[src/rtl/nco_pkg.sv]
// Shared definitions for the multi-channel NCO: default widths, the
// configuration request record and the quadrant encoding of the phase MSBs.
package nco_pkg;

  localparam int NCO_NUM_CH     = 4;
  localparam int NCO_PHASE_W    = 24;
  localparam int NCO_LUT_ADDR_W = 8;
  localparam int NCO_OUT_W      = 8;
  localparam int NCO_AMP_W      = 8;

  // Top two phase bits select the quadrant of the sine period.
  localparam logic [1:0] QUAD_0 = 2'd0;  // rising positive half: +Q[idx]
  localparam logic [1:0] QUAD_1 = 2'd1;  // falling positive half: +Q[~idx]
  localparam logic [1:0] QUAD_2 = 2'd2;  // falling negative half: -Q[idx]
  localparam logic [1:0] QUAD_3 = 2'd3;  // rising negative half: -Q[~idx]

  // One configuration write at the default widths.
  typedef struct packed {
    logic [$clog2(NCO_NUM_CH)-1:0] ch;
    logic                          sync;
    logic [NCO_PHASE_W-1:0]        freq;
    logic [NCO_PHASE_W-1:0]        phase;
    logic [NCO_AMP_W-1:0]          amp;
  } nco_cfg_req_t;

endpackage

[src/rtl/nco_quarter_lut.sv]
// Quarter-wave sine ROM with quadrant mirroring and negation. The ROM is a
// constant table built at elaboration; the signed sample is registered.
module nco_quarter_lut
  import nco_pkg::*;
#(
  parameter int LUT_ADDR_W = NCO_LUT_ADDR_W,
  parameter int OUT_W      = NCO_OUT_W
) (
  input  logic                         clk,
  input  logic                         rst_n,
  input  logic [1:0]                   quad_i,
  input  logic [LUT_ADDR_W-1:0]        idx_i,
  output logic signed [OUT_W-1:0]      samp_o
);

  localparam int  DEPTH = 2 ** LUT_ADDR_W;
  localparam real PI    = 3.14159265358979323846;
  localparam real PEAK  = real'(2 ** (OUT_W - 1) - 1);

  logic [OUT_W-2:0]        rom [DEPTH];
  logic [OUT_W-2:0]        mag_dir;
  logic [OUT_W-2:0]        mag_mir;
  logic signed [OUT_W-1:0] samp_d;
  logic signed [OUT_W-1:0] samp_q;

  // Entries sample the first quarter at bin centres, so the mirror of index k
  // is simply ~k and no entry is shared between quadrants.
  for (genvar k = 0; k < DEPTH; k++) begin : g_rom
    localparam real ANG = PI / 2.0 * (real'(k) + 0.5) / real'(DEPTH);
    localparam int  QV  = $rtoi(PEAK * $sin(ANG) + 0.5);
    assign rom[k] = (OUT_W-1)'(QV);
  end

  assign mag_dir = rom[idx_i];
  assign mag_mir = rom[~idx_i];

  // Map the quarter-wave magnitude onto the full period.
  always_comb begin
    samp_d = '0;
    case (quad_i)
      QUAD_0: samp_d =  $signed({1'b0, mag_dir});
      QUAD_1: samp_d =  $signed({1'b0, mag_mir});
      QUAD_2: samp_d = -$signed({1'b0, mag_dir});
      QUAD_3: samp_d = -$signed({1'b0, mag_mir});
      default: samp_d = '0;
    endcase
  end

  // ---- stage 2 boundary: registered signed sample ----
  always_ff @(posedge clk or negedge rst_n) begin
    if (!rst_n) samp_q <= '0;
    else        samp_q <= samp_d;
  end

  assign samp_o = samp_q;

endmodule

[src/rtl/nco_multi.sv]
// Multi-channel NCO: per-channel phase accumulators with offset, amplitude
// scaling and immediate or wrap-coherent reconfiguration, feeding a
// three-stage sample pipeline (phase add -> sine ROM -> amplitude scale).
module nco_multi
  import nco_pkg::*;
#(
  parameter int NUM_CH     = NCO_NUM_CH,
  parameter int PHASE_W    = NCO_PHASE_W,
  parameter int LUT_ADDR_W = NCO_LUT_ADDR_W,
  parameter int OUT_W      = NCO_OUT_W,
  parameter int AMP_W      = NCO_AMP_W
) (
  input  logic                      clk,
  input  logic                      rst_n,
  input  logic                      en,
  input  logic                      sync_rst,
  input  logic                      cfg_valid,
  output logic                      cfg_ready,
  input  logic [$clog2(NUM_CH)-1:0] cfg_ch,
  input  logic                      cfg_sync,
  input  logic [PHASE_W-1:0]        cfg_freq,
  input  logic [PHASE_W-1:0]        cfg_phase,
  input  logic [AMP_W-1:0]          cfg_amp,
  output logic [NUM_CH*OUT_W-1:0]   sample_data,
  output logic                      sample_valid,
  output logic [NUM_CH-1:0]         wrap_out
);

  localparam logic [OUT_W-1:0] OUT_MID = {1'b1, {(OUT_W-1){1'b0}}};

  // Scale a signed sample by an unsigned amplitude (floor) and re-centre to
  // offset binary. |s| <= 2^(OUT_W-1)-1 keeps the result inside the range.
  function automatic logic [OUT_W-1:0] scale_to_dac(input logic signed [OUT_W-1:0] s,
                                                    input logic [AMP_W-1:0]        a);
    logic signed [OUT_W+AMP_W:0] prod;
    prod = s * $signed({1'b0, a});
    return OUT_W'(prod >>> AMP_W) + OUT_MID;
  endfunction

  logic [PHASE_W-1:0] acc_q   [NUM_CH];
  logic [PHASE_W-1:0] acc_d   [NUM_CH];
  logic [PHASE_W-1:0] freq_q  [NUM_CH];
  logic [PHASE_W-1:0] freq_d  [NUM_CH];
  logic [PHASE_W-1:0] phase_q [NUM_CH];
  logic [PHASE_W-1:0] phase_d [NUM_CH];
  logic [AMP_W-1:0]   amp_q   [NUM_CH];
  logic [AMP_W-1:0]   amp_d   [NUM_CH];
  logic [PHASE_W-1:0] pfreq_q [NUM_CH];
  logic [PHASE_W-1:0] pfreq_d [NUM_CH];
  logic [PHASE_W-1:0] pphase_q[NUM_CH];
  logic [PHASE_W-1:0] pphase_d[NUM_CH];
  logic [AMP_W-1:0]   pamp_q  [NUM_CH];
  logic [AMP_W-1:0]   pamp_d  [NUM_CH];
  logic [NUM_CH-1:0]  pend_q;
  logic [NUM_CH-1:0]  pend_d;

  logic [PHASE_W:0]   step_w  [NUM_CH];
  logic [PHASE_W-1:0] ph_w    [NUM_CH];
  logic [NUM_CH-1:0]  wrap_w;
  logic [NUM_CH-1:0]  unused_frac;
  logic               cfg_fire;

  logic [1:0]              quad_p1 [NUM_CH];
  logic [LUT_ADDR_W-1:0]   idx_p1  [NUM_CH];
  logic [AMP_W-1:0]        amp_p1  [NUM_CH];
  logic                    vld_p1;
  logic [NUM_CH-1:0]       wrap_p1;
  logic signed [OUT_W-1:0] samp_p2 [NUM_CH];
  logic [AMP_W-1:0]        amp_p2  [NUM_CH];
  logic                    vld_p2;
  logic [NUM_CH-1:0]       wrap_p2;
  logic [OUT_W-1:0]        dac_p3  [NUM_CH];
  logic                    vld_p3;
  logic [NUM_CH-1:0]       wrap_p3;

  assign cfg_ready = !pend_q[cfg_ch];
  assign cfg_fire  = cfg_valid && cfg_ready;

  for (genvar c = 0; c < NUM_CH; c++) begin : g_ch
    assign step_w[c] = {1'b0, acc_q[c]} + {1'b0, freq_q[c]};
    // A wrap marker is only produced by a real accumulator step.
    assign wrap_w[c] = en && step_w[c][PHASE_W] && !sync_rst;
    assign ph_w[c]   = acc_q[c] + phase_q[c];
    // Phase bits below the ROM index are truncated on purpose.
    assign unused_frac[c] = ^ph_w[c][PHASE_W-LUT_ADDR_W-3:0];

    nco_quarter_lut #(
      .LUT_ADDR_W (LUT_ADDR_W),
      .OUT_W      (OUT_W)
    ) u_lut (
      .clk    (clk),
      .rst_n  (rst_n),
      .quad_i (quad_p1[c]),
      .idx_i  (idx_p1[c]),
      .samp_o (samp_p2[c])
    );

    assign sample_data[c*OUT_W +: OUT_W] = dac_p3[c];
  end

  // Accumulator advance plus config apply: immediate writes land at the
  // accepting edge, coherent writes wait in the slot until wrap or sync_rst.
  always_comb begin
    acc_d    = acc_q;
    freq_d   = freq_q;
    phase_d  = phase_q;
    amp_d    = amp_q;
    pfreq_d  = pfreq_q;
    pphase_d = pphase_q;
    pamp_d   = pamp_q;
    pend_d   = pend_q;
    for (int c = 0; c < NUM_CH; c++) begin
      if (sync_rst)  acc_d[c] = '0;
      else if (en)   acc_d[c] = step_w[c][PHASE_W-1:0];

      if (cfg_fire && (int'(cfg_ch) == c)) begin
        if (cfg_sync) begin
          pend_d[c]   = 1'b1;
          pfreq_d[c]  = cfg_freq;
          pphase_d[c] = cfg_phase;
          pamp_d[c]   = cfg_amp;
        end else begin
          freq_d[c]  = cfg_freq;
          phase_d[c] = cfg_phase;
          amp_d[c]   = cfg_amp;
        end
      end else if (pend_q[c] && (sync_rst || (en && step_w[c][PHASE_W]))) begin
        pend_d[c]  = 1'b0;
        freq_d[c]  = pfreq_q[c];
        phase_d[c] = pphase_q[c];
        amp_d[c]   = pamp_q[c];
      end
    end
  end

  // Channel state registers.
  always_ff @(posedge clk or negedge rst_n) begin
    if (!rst_n) begin
      for (int c = 0; c < NUM_CH; c++) begin
        acc_q[c]    <= '0;
        freq_q[c]   <= '0;
        phase_q[c]  <= '0;
        amp_q[c]    <= '0;
        pfreq_q[c]  <= '0;
        pphase_q[c] <= '0;
        pamp_q[c]   <= '0;
      end
      pend_q <= '0;
    end else begin
      acc_q    <= acc_d;
      freq_q   <= freq_d;
      phase_q  <= phase_d;
      amp_q    <= amp_d;
      pfreq_q  <= pfreq_d;
      pphase_q <= pphase_d;
      pamp_q   <= pamp_d;
      pend_q   <= pend_d;
    end
  end

  // ---- stage 1 boundary: offset phase split into quadrant / ROM index ----
  always_ff @(posedge clk or negedge rst_n) begin
    if (!rst_n) begin
      for (int c = 0; c < NUM_CH; c++) begin
        quad_p1[c] <= QUAD_0;
        idx_p1[c]  <= '0;
        amp_p1[c]  <= '0;
      end
      vld_p1  <= 1'b0;
      wrap_p1 <= '0;
    end else begin
      for (int c = 0; c < NUM_CH; c++) begin
        quad_p1[c] <= ph_w[c][PHASE_W-1 -: 2];
        idx_p1[c]  <= ph_w[c][PHASE_W-3 -: LUT_ADDR_W];
        amp_p1[c]  <= amp_q[c];
      end
      vld_p1  <= en;
      wrap_p1 <= wrap_w;
    end
  end

  // ---- stage 2 boundary: side-band follows the ROM lookup ----
  always_ff @(posedge clk or negedge rst_n) begin
    if (!rst_n) begin
      for (int c = 0; c < NUM_CH; c++) amp_p2[c] <= '0;
      vld_p2  <= 1'b0;
      wrap_p2 <= '0;
    end else begin
      amp_p2  <= amp_p1;
      vld_p2  <= vld_p1;
      wrap_p2 <= wrap_p1;
    end
  end

  // ---- stage 3 boundary: amplitude scale to offset-binary DAC code ----
  always_ff @(posedge clk or negedge rst_n) begin
    if (!rst_n) begin
      for (int c = 0; c < NUM_CH; c++) dac_p3[c] <= OUT_MID;
      vld_p3  <= 1'b0;
      wrap_p3 <= '0;
    end else begin
      for (int c = 0; c < NUM_CH; c++) dac_p3[c] <= scale_to_dac(samp_p2[c], amp_p2[c]);
      vld_p3  <= vld_p2;
      wrap_p3 <= wrap_p2;
    end
  end

  assign sample_valid = vld_p3;
  assign wrap_out     = wrap_p3;

endmodule
[config.mk]
export PLATFORM = sky130hd
export DESIGN_NAME = nco_multi
export DESIGN_NICKNAME = d
export VERILOG_FILES = /design/src/rtl/nco_pkg.sv /design/src/rtl/nco_quarter_lut.sv /design/src/rtl/nco_multi.sv
export SDC_FILE = /design/constraint.sdc
export NUM_CORES = 2
export LEC_CHECK = 0
export CAP_MARGIN = 40
export CORE_MARGIN = 2
export CORE_UTILIZATION = 50
export CTS_BUF_LIST = sky130_fd_sc_hd__clkbuf_2
export DETAILED_ROUTE_END_ITERATION = 6
export PLACE_DENSITY = 0.65
export SLEW_MARGIN = 20
export SYNTH_ARGS = -nofsm -noshare
export SYNTH_HDL_FRONTEND = slang
export SYNTH_SLANG_ARGS = --single-unit
[constraint.sdc]
create_clock -name clk -period 12.3 [get_ports clk]
set_input_delay 1.845 -clock clk [delete_from_list [all_inputs] [get_ports clk]]
set_output_delay 1.845 -clock clk [all_outputs]
set_load 0.02 [all_outputs]
After elaboration in Yosys (flattened, before gate mapping)
Memory sizes are Yosys's and may differ from the RTL's. Cells that the tools add are included.

Register bits after elaboration: 731. Bits in latches: 0. Memory bits (writable): 0. ROM bits: 14336. Bits of input ports: 64. Output and inout port bits: 38. Word-level logic and storage cells: 249. Memories: 8.

Memory list: (no name shown) (words 256, width 7, read ports 1, clocked after memory_dff 0, wr ports 0, line nco_quarter_lut.sv:34) `assign mag_dir = rom[idx_i];`; (no name shown) (words 256, width 7, read ports 1, clocked after memory_dff 0, wr ports 0, line nco_quarter_lut.sv:35) `assign mag_mir = rom[~idx_i];`; (no name shown) (words 256, width 7, read ports 1, clocked after memory_dff 0, wr ports 0, line nco_quarter_lut.sv:35); (no name shown) (words 256, width 7, read ports 1, clocked after memory_dff 0, wr ports 0, line nco_quarter_lut.sv:34); (no name shown) (words 256, width 7, read ports 1, clocked after memory_dff 0, wr ports 0, line nco_quarter_lut.sv:35); (no name shown) (words 256, width 7, read ports 1, clocked after memory_dff 0, wr ports 0, line nco_quarter_lut.sv:34); 2 more memories.

$add $sub $neg: 20. Multipliers: 4. Div/mod/pow operators: 0. $lt $le $gt $ge: 9. Eq/ne operators: 23. Shift operators: 0. Multiplexer cells: 66. Bitwise logic cells: 12. Reduce and logical (&&, ||, !) cells: 45.

Operator list (count): 2-to-1 mux 24 bit (26); one-hot mux 8 bit (4 select lines) (4); 2-to-1 mux 7 bit (16); adder 24 x 24 -> 25 bit (4); adder 24 bit (4); greater-or-equal comparator 9 bit (second input constant) (8); 2-to-1 mux 8 bit (9); inverter 8 -> 9 bit (8); multiplier 8 x 9 -> 16 bit (4); negator 7 -> 8 bit (8); adder 8 bit (second input constant) (4); inverter 8 bit (4); AND reduction 2 bit (12); == test 2 bit (second input constant) (10); logical AND 1 bit (17); inequality test 2 bit (second input constant) (8); == test 2 x 1 -> 1 bit (second input constant) (5); logical NOT 2 bit (5); 2-to-1 mux 1 bit (10); nonzero test 2 bit (5); logical OR 1 bit (4); < comparator 2 x 3 -> 1 bit (second input constant) (1); binary-select mux 1 bit (select 2 bit) (1); logical NOT 1 bit (2).

Logic depth before layout (Yosys ltp)
Depth after elaboration: 7. Depth in mapped cells: 20. Gate-level depth less buffers: 19.

By module
From an unflattened synthesis, not the netlist that was laid out.

Cells, all modules: 5654. Area, all modules: 55031.5 um2.

Modules (own cells, without submodules): nco_multi (times used 1, cells an instance 3883, area each 42768.5 um2, seq. area each 17496.8 um2); nco_quarter_lut (g_ch[1].u_lut ...) (times used 3, cells an instance 443, area each 3080.5 um2, seq. area each 200.2 um2); nco_quarter_lut (g_ch[0].u_lut) (times used 1, cells an instance 442, area each 3021.6 um2, seq. area each 200.2 um2).

Worst setup path before layout
OpenSTA, ideal clock, no wires.

Kind: input-to-output. From: input cfg_ch[0]. To: output cfg_ready. Arrival: 2.463 ns. Required time: 10.455 ns. Path slack: 7.992 ns. Stages on the path: 2. Buffers on the path: 0. Cell sequence: mux4_2 -> inv_1.

Word-level cells in the longest chain between the ends: 3.

RTL lines: start: declaration (line nco_multi.sv:19) `input logic [$clog2(NUM_CH)-1:0] cfg_ch,`; binary-select mux 1 bit (select 2 bit) (line nco_multi.sv:76) `assign cfg_ready = !pend_q[cfg_ch];`; 2-to-1 mux 1 bit (implied by the code) (line nco_multi.sv:76); logical NOT 1 bit (line nco_multi.sv:76); end: declaration (line nco_multi.sv:18) `output logic cfg_ready,`.

No other way between the ends. The select of a mux whose other input is x is not followed.

Worst setup path after layout
Same ends and word-level chain as after synthesis.

==> run summary <==
Critical Path End Type = output pin
worst hold-check path type = reg2reg
slew of the pin with the lowest slew margin = 1010 ps
CP Launch Point = cfg_ch[0]
EDFF count, synth = 0
Chip Height = 327 um
total CTS buffers = 192
Largest delay share family, worst path = buffers and inverters
area share of the largest cell type after synthesis = 0.349
Clock Sinks = 731
MaxCap Viol Count = 0
via count = 41100
RSZ-0062 raised after global routing = no
ys flop type = dfrtp_1
fraction of layout cells with a size suffix above 1 = 0.148
total grt overflow = 0
Critical Path Start Type = input pin
largest cells by area after synthesis = dfrtp_1 35%, ha_1 9.6%, mux2_2 7.5%
Synth Instances = 5367
Area growth, synth to finish = 7.66%
period utilization = 0.440
fmax = 185 MHz
Remaining DRCs = 0
Synth Warn # = 0
Final GP Congestion = 0.925
Pins Over Slew Limit = 0
Starting Density = 0.504
Bufs and invs on worst path = 3
Std-Cell Rows = 118
final design utilization = 0.542
clk buf depth = 3
critical path's largest stage delay = 590 ps
Post-CTS Setup Bufs = 0
Worst path slowest cell = clkdlybuf4s50_1
cell mode on critical path = clkdlybuf4s50_1
# nets final = 6014
flops & latches, synth = 731
clock transition at the registers of the reported paths = 100 ps
most frequent cells in the layout = 717 x dfrtp_1, 444 x nor2_1, 400 x ha_1
Hold Path Origin = amp_p1[19]
fin crit period = 5410 ps
final wirelength = 133000 um
ANT nets after route = 0
setup TNS = 0 ps
DR WL/cell = 19.1 um
DR iter-0 viols = 3531
DP HPWL = 90900 um
CTS tree = yes
Skew-Pair Late Insertion Delay = 1510 ps
Root Buffer = clkbuf_2
status = complete, no violations
RR Startpoint = idx_p1[3]
Layout Skew = 159 ps
most common cell after layout, fill and taps aside = dfrtp_1
WP data required = 10450 ps
# port buffers = 101
critical path type = in2out
Crit Path Max Fanout = 4
Post-Syn Nets = 5975
TritonRoute pass-1 iters = 6
vias in the first global route = 40800
Post-CTS Hold Fix Bufs = 0
worst endpoint data arrival time = 3560 ps
Setup WS post-layout = 6890 ps
global-route wire length before repair = 218000 um
Synth area leader = dfrtp_1
initial antenna violation count = 6
Placement Setup Slack = 6900 ps
Post-Syn Area = 52100 sq um
global-route usage over all layers = 0.249
register area share after synthesis = 0.351
Die Area = 107000 sq um
Die X = 327 um
async set-reset flop share out of synthesis = 1.00
Avg Inst Size Synth = 9.71 sq um
largest net degree at the start of global routing = 180
Post-CTS Resized = 0
core area = 103000 sq um
max_slew headroom = 0.327
synth unique cells = 90
Vias/cell = 5.93
final hold violation count = 0
sequence of cells on the critical path = clkdlybuf4s50_1 -> mux4_2 -> inv_1 -> clkdlybuf4s50_1
H-tree depth = 4
I/O pin count = 102
Setup violations, final = 0
[area by class of cell]
| class | count | area [sq um] |
|---|---|---|
| Tap cell | 1380 | 1730 |
| Clock inverter | 42 | 340 |
| Inverter | 273 | 1020 |
| Multi-Input combinational cell | 4046 | 31600 |
| Clock buffer | 290 | 1450 |
| Fill cell | 9373 | 47400 |
| Sequential cell | 731 | 18300 |
| Timing Repair Buffer | 162 | 1650 |
| Antenna cell | 9 | 22.5 |
[layer usage]
layer / track usage / vias to the layer above / routed length [um]
li1: - / 19500 / -
met1: 0.344 / 20300 / 61000
met2: 0.398 / 1159 / 61100
met3: 0.0397 / 202 / 7050
met4: 0.0847 / 2 / 3550
met5: 0 / - / 10
[kinds of logic (layout without fill, tap and decap cells)]
group	count (synthesis)	count (layout)	share of synthesized area
multiplexers	532	532	0.116
adder cells (fa/ha/maj)	545	545	0.152
XOR/XNOR	158	158	0.0266
AO/OA/AOI/OAI	1320	1320	0.172
buffers and inverters	590	767	0.0445
AND/OR/NAND/NOR	1491	1491	0.139
flip-flops	731	731	0.351
other	0	9	0
[final timing paths]
check,endpoint,slack [ps],depth (start not counted)
setup / recovery,cfg_ready,6890,4
hold reg to reg,amp_p2[19],350,0
max in group asynchronous,freq_q[19],9940,4
setup reg to reg,g_ch[3].u_lut.samp_o[6],7650,13
hold / removal,amp_p2[19],350,0
min in group asynchronous,sample_data[18],400,1
[cells in the mapped netlist (all sizes together), types with 93 or more instances]
master	count
dfrtp	727
nor2	444
ha	400
mux2	346
nand2	340
o21ai	309
a21oi	266
inv	264
clkbuf	224
and2	180
mux2i	165
fa	144
nand2b	120
xnor2	113
nor3	102
buf	93
[registers in the layout (all words and copies together) (netlist names)]
register,flops
acc_q,96
amp_p1,32
amp_p2,32
amp_q,32
freq_q,96
g_ch.u_lut.samp_o,32
idx_p1,32
pamp_q,32
pend_q,4
pfreq_q,96
phase_q,96
pphase_q,96
quad_p1,8
sample_data,32
sample_valid,1
vld_p1,1
vld_p2,1
wrap_out,4
wrap_p1,4
wrap_p2,4
[through the flow]
| stage | std cells | instance area, sq um | hold slack (ps) |
|---|---|---|---|
| 5_1_grt | 6926 | 56100 | 355 |
| 3_3_place_gp | 6581 | 54100 | 332 |
| 6_report | 6933 | 56100 | 346 |
| 4_1_cts | 6920 | 56000 | 262 |
| 3_5_place_dp | 6588 | 54200 | 335 |
| 2_1_floorplan | 5367 | 52100 | 331 |
Power is left out: the tool's default activity adds up to more than one toggle a clock period on the data nets, which glitch-free logic cannot reach.
